[config.mk]
export PLATFORM = sky130hd
export DESIGN_NAME = pipe_adder
export DESIGN_NICKNAME = d
export VERILOG_FILES = /design/src/rtl/pipe_adder_pkg.sv /design/src/rtl/pipe_adder_slice.sv /design/src/rtl/pipe_adder.sv
export SDC_FILE = /design/constraint.sdc
export NUM_CORES = 1
export LEC_CHECK = 0
export BUFFER_PORTS_ARGS = -buffer_cell sky130_fd_sc_hd__buf_4
export CORE_MARGIN = 2
export CORE_UTILIZATION = 50
export CTS_BUF_LIST = sky130_fd_sc_hd__clkbuf_16
export CTS_CLUSTER_SIZE = 12
export DETAILED_ROUTE_END_ITERATION = 12
export PLACE_DENSITY = 0.8
export SLEW_MARGIN = 20
export SYNTH_ARGS = -nofsm -noshare
export SYNTH_HDL_FRONTEND = slang
export SYNTH_SLANG_ARGS = --single-unit
[constraint.sdc]
create_clock -name clk -period 6.85 [get_ports clk]
set_input_delay 0.3425 -clock clk [delete_from_list [all_inputs] [get_ports clk]]
set_output_delay 0.3425 -clock clk [all_outputs]
set_load 0.02 [all_outputs]
[src/rtl/pipe_adder_pkg.sv]
// Shared defaults, slice-width macro and parameter helpers for pipe_adder.
// Included first so ADDER_WIDTH / ADDER_STAGES / ADDER_CW are visible to later files.
`ifndef ADDER_DEFS_VH
`define ADDER_DEFS_VH
`define ADDER_WIDTH 32
`define ADDER_STAGES 4
`define ADDER_CW(w, s) ((w) / (s))
`endif

package pipe_adder_pkg;

   localparam int DEF_WIDTH  = `ADDER_WIDTH;
   localparam int DEF_STAGES = `ADDER_STAGES;

   function automatic int slice_width(input int w, input int s);
      return (s > 0) ? `ADDER_CW(w, s) : w;
   endfunction

   // Legal when every stage gets an equal, non-empty slice.
   function automatic bit width_ok(input int w, input int s);
      return (s >= 1) && (s <= w) && ((w % s) == 0);
   endfunction

endpackage

[src/rtl/pipe_adder_slice.sv]
// CW-bit combinational ripple slice: {co, s} = a + b + ci.
module pipe_adder_slice
   import pipe_adder_pkg::*;
#(
   parameter int CW = 8
) (
   input  logic [CW-1:0] a_i,
   input  logic [CW-1:0] b_i,
   input  logic          ci_i,
   output logic [CW-1:0] s_o,
   output logic          co_o
);

   always_comb begin
      {co_o, s_o} = {1'b0, a_i} + {1'b0, b_i} + {{CW{1'b0}}, ci_i};
   end

endmodule

[src/rtl/pipe_adder.sv]
// Pipelined ripple-carry adder, one CW-bit slice per stage, valid/ready on both sides.
// Optional subtract mode (port sub) is enabled by defining PIPE_ADDER_SUB_EN.
module pipe_adder
   import pipe_adder_pkg::*;
#(
   parameter int WIDTH  = DEF_WIDTH,
   parameter int STAGES = DEF_STAGES
) (
   input  logic             clk,
   input  logic             rst,
   input  logic             in_valid,
   output logic             in_ready,
   input  logic [WIDTH-1:0] a,
   input  logic [WIDTH-1:0] b,
   input  logic             cin,
`ifdef PIPE_ADDER_SUB_EN
   input  logic             sub,
`endif
   output logic             out_valid,
   input  logic             out_ready,
   output logic [WIDTH-1:0] sum,
   output logic             cout
);

   localparam int CW = slice_width(WIDTH, STAGES);

   if (!width_ok(WIDTH, STAGES)) begin : g_param_check
      $error("pipe_adder: WIDTH (%0d) must be a multiple of STAGES (%0d)", WIDTH, STAGES);
   end

   logic             stall;
   logic             advance;
   logic [WIDTH-1:0] b_eff;
   logic             c0;

`ifdef PIPE_ADDER_SUB_EN
   // Subtraction folds into the add: a + ~b + 1, so only stage 0 needs to know about it.
   assign b_eff = sub ? ~b : b;
   assign c0    = sub ? 1'b1 : cin;
`else
   assign b_eff = b;
   assign c0    = cin;
`endif

   // All stages move or hold together; bubbles are not squeezed out.
   assign stall    = out_valid & ~out_ready;
   assign advance  = ~stall;
   assign in_ready = advance;

   generate
      for (genvar gi = 0; gi < STAGES; gi++) begin : g_stage
         localparam int DONE = (gi + 1) * CW;
         localparam int REM  = WIDTH - DONE;

         logic [CW-1:0]   sa;
         logic [CW-1:0]   sb;
         logic [CW-1:0]   s;
         logic            ci;
         logic            co;
         logic            valid_d;
         logic            valid_q;
         logic [DONE-1:0] sum_d;
         logic [DONE-1:0] sum_q;
         logic            carry_q;

         if (gi == 0) begin : g_head
            assign sa      = a[CW-1:0];
            assign sb      = b_eff[CW-1:0];
            assign ci      = c0;
            assign valid_d = in_valid;
            assign sum_d   = s;
         end else begin : g_body
            assign sa      = g_stage[gi-1].g_rem.a_rem_q[CW-1:0];
            assign sb      = g_stage[gi-1].g_rem.b_rem_q[CW-1:0];
            assign ci      = g_stage[gi-1].carry_q;
            assign valid_d = g_stage[gi-1].valid_q;
            assign sum_d   = {s, g_stage[gi-1].sum_q};
         end

         pipe_adder_slice #(
            .CW (CW)
         ) u_slice (
            .a_i  (sa),
            .b_i  (sb),
            .ci_i (ci),
            .s_o  (s),
            .co_o (co)
         );

         always_ff @(posedge clk or posedge rst) begin
            if (rst) begin
               valid_q <= 1'b0;
               sum_q   <= '0;
               carry_q <= 1'b0;
            end else if (advance) begin
               valid_q <= valid_d;
               sum_q   <= sum_d;
               carry_q <= co;
            end
         end

         // Unprocessed upper operand bits, shifted so the next slice always sits at bit 0.
         if (REM > 0) begin : g_rem
            logic [REM-1:0] a_rem_d;
            logic [REM-1:0] b_rem_d;
            logic [REM-1:0] a_rem_q;
            logic [REM-1:0] b_rem_q;

            if (gi == 0) begin : g_from_in
               assign a_rem_d = a[WIDTH-1:CW];
               assign b_rem_d = b_eff[WIDTH-1:CW];
            end else begin : g_from_prev
               assign a_rem_d = g_stage[gi-1].g_rem.a_rem_q[REM+CW-1:CW];
               assign b_rem_d = g_stage[gi-1].g_rem.b_rem_q[REM+CW-1:CW];
            end

            always_ff @(posedge clk or posedge rst) begin
               if (rst) begin
                  a_rem_q <= '0;
                  b_rem_q <= '0;
               end else if (advance) begin
                  a_rem_q <= a_rem_d;
                  b_rem_q <= b_rem_d;
               end
            end
         end
      end
   endgenerate

   assign out_valid = g_stage[STAGES-1].valid_q;
   assign sum       = g_stage[STAGES-1].sum_q;
   assign cout      = g_stage[STAGES-1].carry_q;

endmodule
# Word level (Yosys, flattened, before mapping)

Cells that the tools add are included.

Bits in read-only memories: 0
Flip-flop bits (word level): 184
Latch bits: 0
Memory bits (writable): 0
Word-level logic and storage cells: 29
Input bits: 69
Memories: 0
Output and inout port bits: 35

Muxes and demuxes: 0
$mul: 0
Bitwise gates (word level): 3
Equal/unequal tests: 0
Shifts and indexed selects: 0
Divide/modulo/power cells: 0
Add/subtract/negate cells: 8
Reduce and logical (&&, ||, !) cells: 0
$lt $le $gt $ge: 0

Operators by type and width:

| kind          | count |
|---|---|
| $add A8 B8 Y9 | 4 |
| $add A9 B1 Y9 | 4 |
| $not A1 Y1    | 2 |
| $and A1 B1 Y1 | 1 |

# Depth between registers and ports, before layout

Gate-level depths: netlist of run 1.

Depth after elaboration: 3
Depth in mapped cells: 7
Depth with buffers taken out: 6

# Hierarchy

A second synthesis of run 1 with hierarchy kept.

Cells, all modules: 553
Area, all modules: 8469.4 sq um

Modules (own cells, without submodules):

| module                                    | area an instance (sq um) | seq. area each (sq um) | times used | cells each |
|---|---|---|---|---|
| pipe_adder                                | 7143.1                   | 4604.4                 | 1          | 391 |
| pipe_adder_slice (g_stage[0].u_slice ...) | 331.6                    | 0.0                    | 3          | 40 |
| pipe_adder_slice (g_stage[2].u_slice)     | 331.6                    | 0.0                    | 1          | 42 |

# Worst setup path after synthesis of run 1

OpenSTA, ideal clock, no wires.

Path type: register to register
From: reg g_stage[0].carry_q
To: reg g_stage[1].sum_q[14]
Setup slack: 4.457 ns
Stages on the path, launching flop included: 7
Arrival time: 2.324 ns
Data required time: 6.781 ns
Buffers on the path: 0
Setup time: 0.069 ns
Period minus slack after synthesis: 2.393 ns
Path through: dfrtp_1 -> fa_1 -> fa_1 -> a21o_1 -> a311o_1 -> or4b_1 -> nand3_1

Cells in the longest elaborated chain, start to end: 1

RTL lines:

| item                   | RTL line               | source |
|---|---|---|
| from (decl)            | pipe_adder.sv:64       | `logic carry_q;` |
| from (signal assigned) | pipe_adder.sv:98       | `carry_q <= co;` |
| $add A9 B1 Y9          | pipe_adder_slice.sv:15 | `{co_o, s_o} = {1'b0, a_i} + {1'b0, b_i} + {{CW{1'b0}}, ci_i};` |
| to (signal assigned)   | pipe_adder.sv:97       | `sum_q <= sum_d;` |
| to (decl)              | pipe_adder.sv:63       | `logic [DONE-1:0] sum_q;` |

Every way passes these cells.
A chain may end at the register's enable or synchronous reset.

# Worst setup path in the final report of run 1

From: reg g_stage[3].valid_q (netlist: out_valid)
To: out in_ready

Cells in the longest elaborated chain, start to end: 2

RTL lines:

| item                   | RTL line         | source |
|---|---|---|
| from (decl)            | pipe_adder.sv:61 | `logic valid_q;` |
| from (signal assigned) | pipe_adder.sv:96 | `valid_q <= valid_d;` |
| $and A1 B1 Y1          | pipe_adder.sv:46 | `assign stall = out_valid & ~out_ready;` |
| $not A1 Y1             | pipe_adder.sv:47 | `assign advance = ~stall;` |
| to (decl)              | pipe_adder.sv:12 | `output logic in_ready,` |

Every way passes these cells.

==> run_results.csv, run 1 <==
group,metric,value,unit
outcome,status,"complete, no violations",
sta,rsz0062_at_grt,"false",
yosys,synth_top_area_cell,"dfrtp_1",
global_route,antenna_found_initial,0,
critical_path,start_kind,"flip-flop",
min_path,min_path_type,"in2async",
clock_network,clk_latency,430,ps
routing,vias_per_cell,5.027,
global_route,overflow,0,
finish,regArea,4604,sq um
sta,post-route-min-period,2876,ps
finish,antenna_cells,0,
routing,wl_per_cell,12.78,microns
clock_network,cts_tree,"built",
clock_network,cts-htree-levels,4,
clock_network,clock_path_buffers,2,
routing,drc_errors,0,
finish,drive_above_1_share,13.80,%
routing,dr.pass1.iters,5,
routing,wl,15630,microns
finish,multi_input_area,3347,sq um
critical_path,crit_arrival,2530,ps
floorplan,io_pins,104,
sta,finalHoldViolCount,0,
yosys,synth_area,8194,sq um
sta,maxSlewHeadroom,29.79,%
global_route,grt_pass1_wl,27400,microns
sta,worstMarginPinSlew,1053,ps
yosys,ys_seq_elements,184,
routing,drtIter0Drc,527,
sta,fin_ws,3974,ps
yosys,syn-num-nets,1017,
finish,area_delta_synth_final,17.82,%
critical_path,criticalPathCategory,"reg2out",
yosys,synth_area_leaders,"dfrtp_1 (56%), nand2_1 (22%), ha_1 (4.3%), fa_1 (2.0%), clkbuf_1 (1.4%)",
placement,port_buffers,103,
sta,tns,0,ps
clock_network,cts_buffers,17,
floorplan,core-area,15940,sq um
clock_network,cts-root-buf,"clkbuf_16",
routing,vias,6148,
finish,final_common_cell,"nand2_1",
floorplan,die_w,132.0,microns
floorplan,die_h,132.0,microns
power_and_ir_drop,finalPower,4512,uW
clock_network,cts_hold_buf,0,
yosys,synth_edf_count,0,
power_and_ir_drop,power.density,467.4,nW/um^2
routing,ant_nets,0,
placement,dp_hpwl,10230,microns
global_route,grt_pass1_vias,5858,
sta,whs,18.91,ps
clock_network,postCtsSetupBuffers,0,
yosys,synth_cells,912,
sta,fmax,0.3478,GHz
sta,maxSlewViolCount,0,
clock_network,cts.sinks,184,
critical_path,crit_path_end_kind,"output port",
power_and_ir_drop,p_leak,0.005112,uW
power_and_ir_drop,ir_worst_vdd,473.6,uV
critical_path,worstRegToRegCells,5,
yosys,synthDistinctLibCells,50,
global_route,grt_use_total,19.12,%
critical_path,worstPathMaxFanout,117,
yosys,yosysSeqAreaShare,56.19,%
critical_path,rrSetupSlack,4020,ps
placement,post-place-ws,3933,ps
yosys,synth-async-reset-ratio,100.0,%
yosys,yosys_warnings,0,
run,maxCapViolCount,0,
finish,finalNetCount,1101,
critical_path,cp.required,6510,ps
floorplan,fp-row-count,46,
yosys,avgSynthCellArea,8.985,sq um
finish,nFillCells,1373,
clock_network,clkTransAtPathRegs,60,ps
floorplan,start_util,51.40,%
global_route,grt_start_max_net_pins,118,
floorplan,die-area,17430,sq um
sta,fin_crit_sh,41.98,%
sta,skew,8.974,ps
finish,final_core_util,60.56,%
finish,final_cell_mix,"nand2_1 (482), dfrtp_1 (184), buf_4 (106), ha_1 (28), a21oi_1 (21)",
clock_network,cts_resized,0,
yosys,yosysTopAreaCellShare,56.19,%
sta,setup_viol,0,
placement,place.gp.congestion,0.8379,
yosys,synthFlopType,"dfrtp_1",
Yosys cell counts, drive strengths merged, types with 3 or more instances:
master   number
ha           28
a21o          6
buf          10
a21oi        21
o211ai        7
nand2b        4
xnor2        11
a221o         3
dfrtp       184
o31ai         4
nand2       482
nor4          5
nor3b         3
a211o         5
nor2         14
nor3          7
o21ai        17
o211a         3
o21a          7
inv          15
fa            8
clkbuf       32
and3          3
a211oi        7
a2111oi       3
critical path, cell delays in order, from the launching register on:
cell	delay, ps
dfrtp_1	380
nor2b_4	140
inv_6	550
buf_4	710
buf_4	260
final cells by class:
class                           count  share of cell area (%)
Multi-Input combinational cell    671                   34.67
Clock buffer                       17                   4.406
Clock inverter                     13                   1.361
Timing Repair Buffer              107                   8.359
Tap cell                          216                   2.799
Inverter                           15                  0.7128
Sequential cell                   184                   47.69
logic make-up after synthesis:
kind of cell	Yosys count	synth area share (%)
simple gates	530	25.44
flops	184	56.19
compound gates	93	7.803
buf+inv	57	3.054
fa+ha+maj	36	6.230
xor+xnor	12	1.283
power breakdown:
part | leakage, uW | switching [uW] | internal (uW)
clock | 0.000270 | 394 | 530
sequential | 0.00222 | 267 | 1560
combinational | 0.00262 | 1030 | 732
total | 0.00511 | 1690 | 2820
through the flow:
stage / std cells / cell area (sq um)
2_1_floorplan: 912 / 8194
4_1_cts: 1223 / 9651
5_1_grt: 1223 / 9654
3_5_place_dp: 1193 / 9094
3_3_place_gp: 1193 / 9094
6_report: 1223 / 9654
per-layer routing:
| layer | wire length [microns] | track usage (%) | vias up |
|---|---|---|---|
| met5 | 0 | 0 | - |
| met4 | 214 | 6.582 | 0 |
| met3 | 715 | 4.191 | 19 |
| met2 | 6899 | 27.00 | 143 |
| met1 | 7803 | 29.21 | 2882 |
| li1 | - | - | 3104 |
registers in the layout (all words and copies together), names as in the netlist:
register and flops:
g_stage.g_rem.a_rem_q 48, g_stage.g_rem.b_rem_q 48, out_valid 1, g_stage.carry_q 3, g_stage.sum_q 48, g_stage.valid_q 3
cout 1, sum 32
worst paths after layout:
path | startpoint | endpoint
max in group asynchronous | rst | g_stage[2].sum_q[20]
min reg2reg | g_stage[1].g_rem.b_rem_q[11] | g_stage[1].g_rem.b_rem_q[11]
min in group clk | b[25] | g_stage[0].g_rem.b_rem_q[17]
max reg2reg | out_valid | g_stage[2].sum_q[21]
min | rst | sum[25]
max | out_valid | in_ready
No activity file was read; power rests on OpenSTA's default activity.
==> run 2, diff against run 1 <==
PLACE_DENSITY = 0.83   (was 0.8)
clock period = 2.4 ns   (was 6.85 ns; I/O delays follow)
==> run 2 against run 1 <==
Against the previous run:
- die area unchanged
- sequential share of layout area decreased by 2.9 points
- utilization increased by 3.9 points
- setup slack got worse by 3900 ps
- routed wire length increased by 9.3%
- non-clock buffer count increased by 60
- sequential power increased to 2.9 times the previous value
- highest routed layer unchanged
==> run_results.csv, run 2 (same netlist as run 1, synthesis figures left out) <==
group,metric,value,unit
critical_path,cp.required,2710,ps
critical_path,startpoint,"g_stage[1].carry_q",
sta,finalHoldViolCount,0,
sta,worstMarginPinSlew,796.6,ps
routing,dr.pass1.iters,6,
power_and_ir_drop,clkPwrFrac,19.5,%
critical_path,worstPathMaxFanout,3,
critical_path,crit_top_cell,"fa_1",
critical_path,path_cells,"fa_1 -> fa_1 -> a21oi_1 -> o211ai_1 -> o211a_1 -> o31a_1",
finish,final_cell_mix,"nand2_1 (482), dfrtp_1 (184), buf_4 (112), dlygate4sd3_1 (50), ha_1 (28)",
finish,finalNetCount,1161,
sta,fin_crit_sh,97.02,%
critical_path,crit_path_end_kind,"flip-flop",
critical_path,timing.critical_path.max_delay_family,"adder cells",
clock_network,cts.sinks,184,
power_and_ir_drop,p_switching,4977,uW
placement,dp_hpwl,11100,microns
sta,tns,0,ps
global_route,overflow,0,
floorplan,die_w,132.0,microns
global_route,grt_pass1_wl,29810,microns
min_path,min-delay-start,"cin",
floorplan,start_util,51.40,%
clock_network,cts_tree,"built",
clock_network,cts_buffers,17,
finish,antenna_cells,0,
power_and_ir_drop,power.internal,8109,uW
power_and_ir_drop,p_seq_share,40.1,%
min_path,min_path_type,"in2reg",
global_route,grt_start_max_net_pins,74,
finish,final_common_cell,"nand2_1",
floorplan,die_h,132.0,microns
outcome,status,"complete, no violations",
routing,vias,6444,
critical_path,r2r_start,"g_stage[1].carry_q",
clock_network,cts-htree-levels,4,
routing,drtIter0Drc,511,
sta,setup_viol,0,
routing,drc_errors,0,
global_route,antenna_found_initial,0,
sta,skew,5.138,ps
critical_path,critical-path-max-stage-delay,490,ps
sta,fmax,0.4295,GHz
sta,post-route-min-period,2329,ps
clock_network,postCtsSetupBuffers,0,
global_route,grt_use_total,20.89,%
sta,whs,45.46,ps
finish,reg_top3,"g_stage.g_rem.a_rem_q (48), g_stage.g_rem.b_rem_q (48), g_stage.sum_q (48)",
clock_network,clk_latency,430,ps
routing,ant_nets,0,
global_route,grt_pass1_vias,6383,
clock_network,clock_path_buffers,2,
critical_path,cp_slowest_cell,"fa_1",
sta,maxSlewHeadroom,46.78,%
placement,place.gp.congestion,0.8522,
power_and_ir_drop,p_comb_share,40.5,%
critical_path,start_kind,"flip-flop",
critical_path,crit_buf_inv,0,
floorplan,die-area,17430,sq um
clock_network,cts-root-buf,"clkbuf_16",
power_and_ir_drop,ir_worst_vdd,639.3,uV
critical_path,crit_arrival,2640,ps
routing,wl,17080,microns
finish,area_delta_synth_final,25.35,%
floorplan,fp-row-count,46,
run,maxCapViolCount,0,
floorplan,core-area,15940,sq um
power_and_ir_drop,power.density,1274,nW/um^2
power_and_ir_drop,p_leak,0.005378,uW
clock_network,clkTransAtPathRegs,60,ps
finish,drive_above_1_share,14.04,%
power_and_ir_drop,p_sw_share,38.03,%
sta,rsz0062_at_grt,"true",
critical_path,criticalPathCategory,"reg2reg",
routing,wl_per_cell,13.30,microns
routing,vias_per_cell,5.019,
sta,maxSlewViolCount,0,
floorplan,io_pins,104,
placement,port_buffers,103,
[run 2: cell types whose count changed in the layout (fill, tap and decap cells not counted), moves of 2 or more]
cell	previous run	this run
fa_2	0	2
buf_4	106	112
dlygate4sd3_1	0	50
clkinv_1	1	3
buf_12	0	5
fa_1	8	6
[run 2: power groups by stage]
stage	clock network, uW	registers [uW]	logic [uW]
after floorplan	0	5430	3430
after global placement	0	5210	4980
after detailed placement	0	5280	5160
after CTS	2600	5250	5320
after global routing	2730	5410	6000
final	2550	5240	5300
[run 2: path summary, 6_finish.rpt]
path | to | depth (start not counted) | slack [ps]
worst max-delay path | g_stage[2].carry_q | 6 | 70
worst min-delay path | g_stage[0].sum_q[0] | 4 | 50
worst max register to register | g_stage[2].carry_q | 6 | 70
worst min register to register | sum[5] | 2 | 470
max in group asynchronous | g_stage[0].g_rem.a_rem_q[6] | 4 | 1250
min in group asynchronous | g_stage[2].sum_q[15] | 3 | 410
[run 2: tightest hold or removal path: cells and delay by family]
family / cells / cell delay (ps)
AND/OR/NAND/NOR: 2 / 90
buffers and inverters: 1 / 80
adder cells (fa/ha/maj): 1 / 140
[run 2: layout make-up]
class,instances,area [sq um]
clock inverters,14,108.9
repair buffers,167,1441
flip-flops and latches,184,4604
inverters,15,65.06
fillers,1325,5672
clock buffers,17,425.4
multi-input cells,671,3356
well taps,216,270.3
[run 2: routing by layer]
layer | global-route usage [%] | wire length (microns)
met5 | 0 | 0
met4 | 6.703 | 292
met3 | 4.537 | 817
met2 | 32.81 | 7937
met1 | 29.21 | 8029
[run 2: through the flow]
stage	util [%]	worst slack (ps)	std cells	total power [uW]	cell area (sq um)
after floorplan	-	-84.54	912	8852	8198
after global routing	64.42	-27.01	1284	14140	10270
after detailed placement	57.88	-23.34	1203	10440	9228
after CTS	64.39	3.958	1284	13160	10260
final	64.42	71.48	1284	13090	10270
after global placement	57.88	-7.775	1203	10190	9228
[run 2: what timing repair did]
| action | 4_1_cts | 5_1_grt |
|---|---|---|
| gates resized for setup | 1 | 2 |
| hold buffers | 50 | 0 |
| endpoints found under the setup margin | 1 | 2 |
| endpoints found under the hold margin | 78 | 0 |
==> run 3, diff against run 2 <==
SYNTH_HIERARCHICAL = 1   (was default)
==> run 3 against run 2 <==
Against the previous run:
- worst hold slack improved by 78 ps
- die area increased by 3.3%
- setup slack improved by 99 ps
- utilization decreased by 0.71 points
- critical path depth unchanged
- critical endpoint is now g_stage[1].sum_q[12]
- largest cell class unchanged
==> run_results.csv, run 3 <==
group,metric,value,unit
sta,finalHoldViolCount,0,
sta,post-route-min-period,2230,ps
global_route,grt_pass1_wl,27520,microns
clock_network,cts_tree,"built",
placement,dp_hpwl,10650,microns
yosys,yosysSeqAreaShare,54.37,%
yosys,synth-simple-area-share,2.866,%
critical_path,r2r_start,"g_stage[0].g_rem.a_rem_q[0]",
global_route,grt_pass1_vias,5560,
critical_path,start_kind,"flip-flop",
yosys,synth_area_leaders,"dfrtp_1 (54%), mux2_2 (14%), mux2_4 (12%), ha_1 (4.1%), fa_1 (1.9%)",
yosys,syn-num-nets,658,
global_route,antenna_found_initial,1,
sta,fin_crit_sh,92.91,%
critical_path,worstPathMaxFanout,2,
yosys,yosys.area_share.xor_xnor,1.655,%
routing,vias,5008,
yosys,synth_common_cells,"dfrtp_1 (184), mux2_2 (109), mux2_4 (70), ha_1 (28), a21oi_1 (17)",
sta,rsz0062_at_grt,"false",
floorplan,die-area,18000,sq um
min_path,min_path_type,"in2reg",
finish,reg_top3,"g_stage.g_rem.a_rem_q (48), g_stage.g_rem.b_rem_q (48), g_stage.sum_q (48)",
clock_network,clk_latency,430,ps
routing,drtIter0Drc,216,
finish,regArea,4604,sq um
floorplan,start_util,51.07,%
yosys,ys_seq_elements,184,
routing,drc_errors,0,
yosys,synth-async-reset-ratio,100.0,%
yosys,synthAdderAreaFrac,6.027,%
power_and_ir_drop,p_leak,0.004805,uW
routing,dr.pass1.iters,5,
min_path,min-delay-start,"cin",
floorplan,core-area,16580,sq um
clock_network,cts.sinks,184,
power_and_ir_drop,finalPower,14250,uW
run,maxCapViolCount,0,
clock_network,cts-root-buf,"clkbuf_16",
routing,ant_nets,0,
clock_network,clock_path_buffers,2,
floorplan,io_pins,104,
sta,maxSlewHeadroom,40.22,%
finish,area_delta_synth_final,24.76,%
finish,nFillCells,1176,
sta,worstMarginPinSlew,894.8,ps
yosys,synth_cells,553,
routing,wl_per_cell,17.47,microns
critical_path,startpoint,"g_stage[0].g_rem.a_rem_q[0]",
placement,place_inst,865,
routing,wl,16560,microns
finish,final_cell_mix,"dfrtp_1 (184), mux2_2 (109), buf_4 (106), mux2_4 (70), dlygate4sd3_1 (50)",
clock_network,cts_buffers,17,
critical_path,criticalPathCategory,"reg2reg",
sta,fmax,0.4485,GHz
yosys,synth_top_area_cell,"dfrtp_1",
placement,place.gp.congestion,0.8507,
global_route,overflow,0,
yosys,synthFlopType,"dfrtp_1",
routing,vias_per_cell,5.283,
global_route,grt_use_total,19.43,%
floorplan,die_h,134.2,microns
critical_path,crit_path_end_kind,"flip-flop",
yosys,yosysMostFrequentCell,"dfrtp_1",
power_and_ir_drop,ir_worst_vdd,571.4,uV
finish,final_common_cell,"dfrtp_1",
critical_path,cp.required,2720,ps
global_route,grt_start_max_net_pins,112,
yosys,synth_edf_count,0,
finish,drive_above_1_share,45.67,%
yosys,yosys_warnings,6,
finish,finalNetCount,819,
clock_network,cts-htree-levels,4,
sta,skew,12.56,ps
yosys,synth_top_family_by_area,"multiplexers",
finish,instances_no_fill,948,
yosys,avgSynthCellArea,15.32,sq um
floorplan,die_w,134.2,microns
placement,port_buffers,103,
yosys,yosysTopAreaCellShare,54.37,%
clock_network,postCtsSetupBuffers,0,
sta,maxSlewViolCount,0,
power_and_ir_drop,power.density,1349,nW/um^2
yosys,synth_area,8469,sq um
finish,multi_input_area,3625,sq um
yosys,synth_compound_area_share,4.698,%
clock_network,clkTransAtPathRegs,70,ps
floorplan,fp-row-count,47,
outcome,status,"complete, no violations",
sta,setup_viol,0,
yosys,synthDistinctLibCells,34,
critical_path,crit_arrival,2550,ps
yosys,muxShareOfSynthArea,27.55,%
run 3: cell count changes after synthesis, moves of 11 or more:
cell and delta:
buf_6 +13, clkbuf_1 -31, mux2_2 +109, mux2_4 +70, nand2_1 -473, nor2_1 -12
o21ai_0 -11
run 3: power breakdown:
part           internal, uW  switching (uW)  leakage, uW
sequential             4480             835      0.00214
combinational          3440            2720      0.00237
clock                  1620            1160     0.000294
run 3: what timing repair did:
| action | CTS | global route |
|---|---|---|
| endpoints found under the hold margin | 79 | 0 |
| hold buffers | 50 | 0 |
| resized for setup | 0 | 0 |
run 3: stage by stage:
stage	worst slack, ps	hold slack, ps	setup TNS [ps]	utilization [%]	instance area [sq um]
2_1_floorplan	-84.54	254.7	-15550	-	8473
3_3_place_gp	201.5	340.7	0	57.15	9477
3_5_place_dp	179.8	355.4	0	57.15	9477
4_1_cts	157.1	106.7	0	63.70	10560
5_1_grt	1.679	111.8	0	63.72	10570
6_report	170.2	123.4	0	63.72	10570
run 3: final timing paths:
path	to	slack, ps	depth (start not counted)
max	g_stage[1].sum_q[12]	170	6
min	g_stage[0].sum_q[0]	120	3
max reg2reg	g_stage[1].sum_q[12]	170	6
min reg2reg	out_valid	490	1
max in group asynchronous	g_stage[2].sum_q[15]	1220	4
min in group asynchronous	sum[28]	440	3
run 3: cells by family (layout without fill, tap and decap cells):
logic type      after synthesis  in the layout
compound gates               55             55
other cells                   0              1
xor+xnor                     16             16
fa+ha+maj                    36             36
buf+inv                      34            208
mux                         184            184
simple gates                 44             44
flops                       184            184
run 3: cell type report:
| class | count | share of cell area [%] |
|---|---|---|
| Clock inverter | 15 | 1.528 |
| Multi-Input combinational cell | 335 | 34.30 |
| Tap cell | 220 | 2.605 |
| Sequential cell | 184 | 43.58 |
| Timing Repair Buffer | 162 | 13.40 |
| Antenna cell | 1 | 0.02368 |
| Inverter | 14 | 0.5329 |
| Clock buffer | 17 | 4.026 |
run 3: metal layers:
| metal | global-route usage [%] | vias to the layer above | part of all wire (%) |
|---|---|---|---|
| met5 | 0 | - | 0 |
| met4 | 7.076 | 0 | 1.9 |
| met3 | 4.762 | 25 | 3.3 |
| met2 | 34.25 | 104 | 53 |
| met1 | 23.22 | 2546 | 42 |
| li1 | - | 2333 | - |
run 3: critical path, stage by stage, from the launching register on:
cell	delay (ps)
dfrtp_1	410
fa_1	490
fa_1	420
a21oi_1	240
o21bai_1	130
xor2_1	150
mux2_4	280
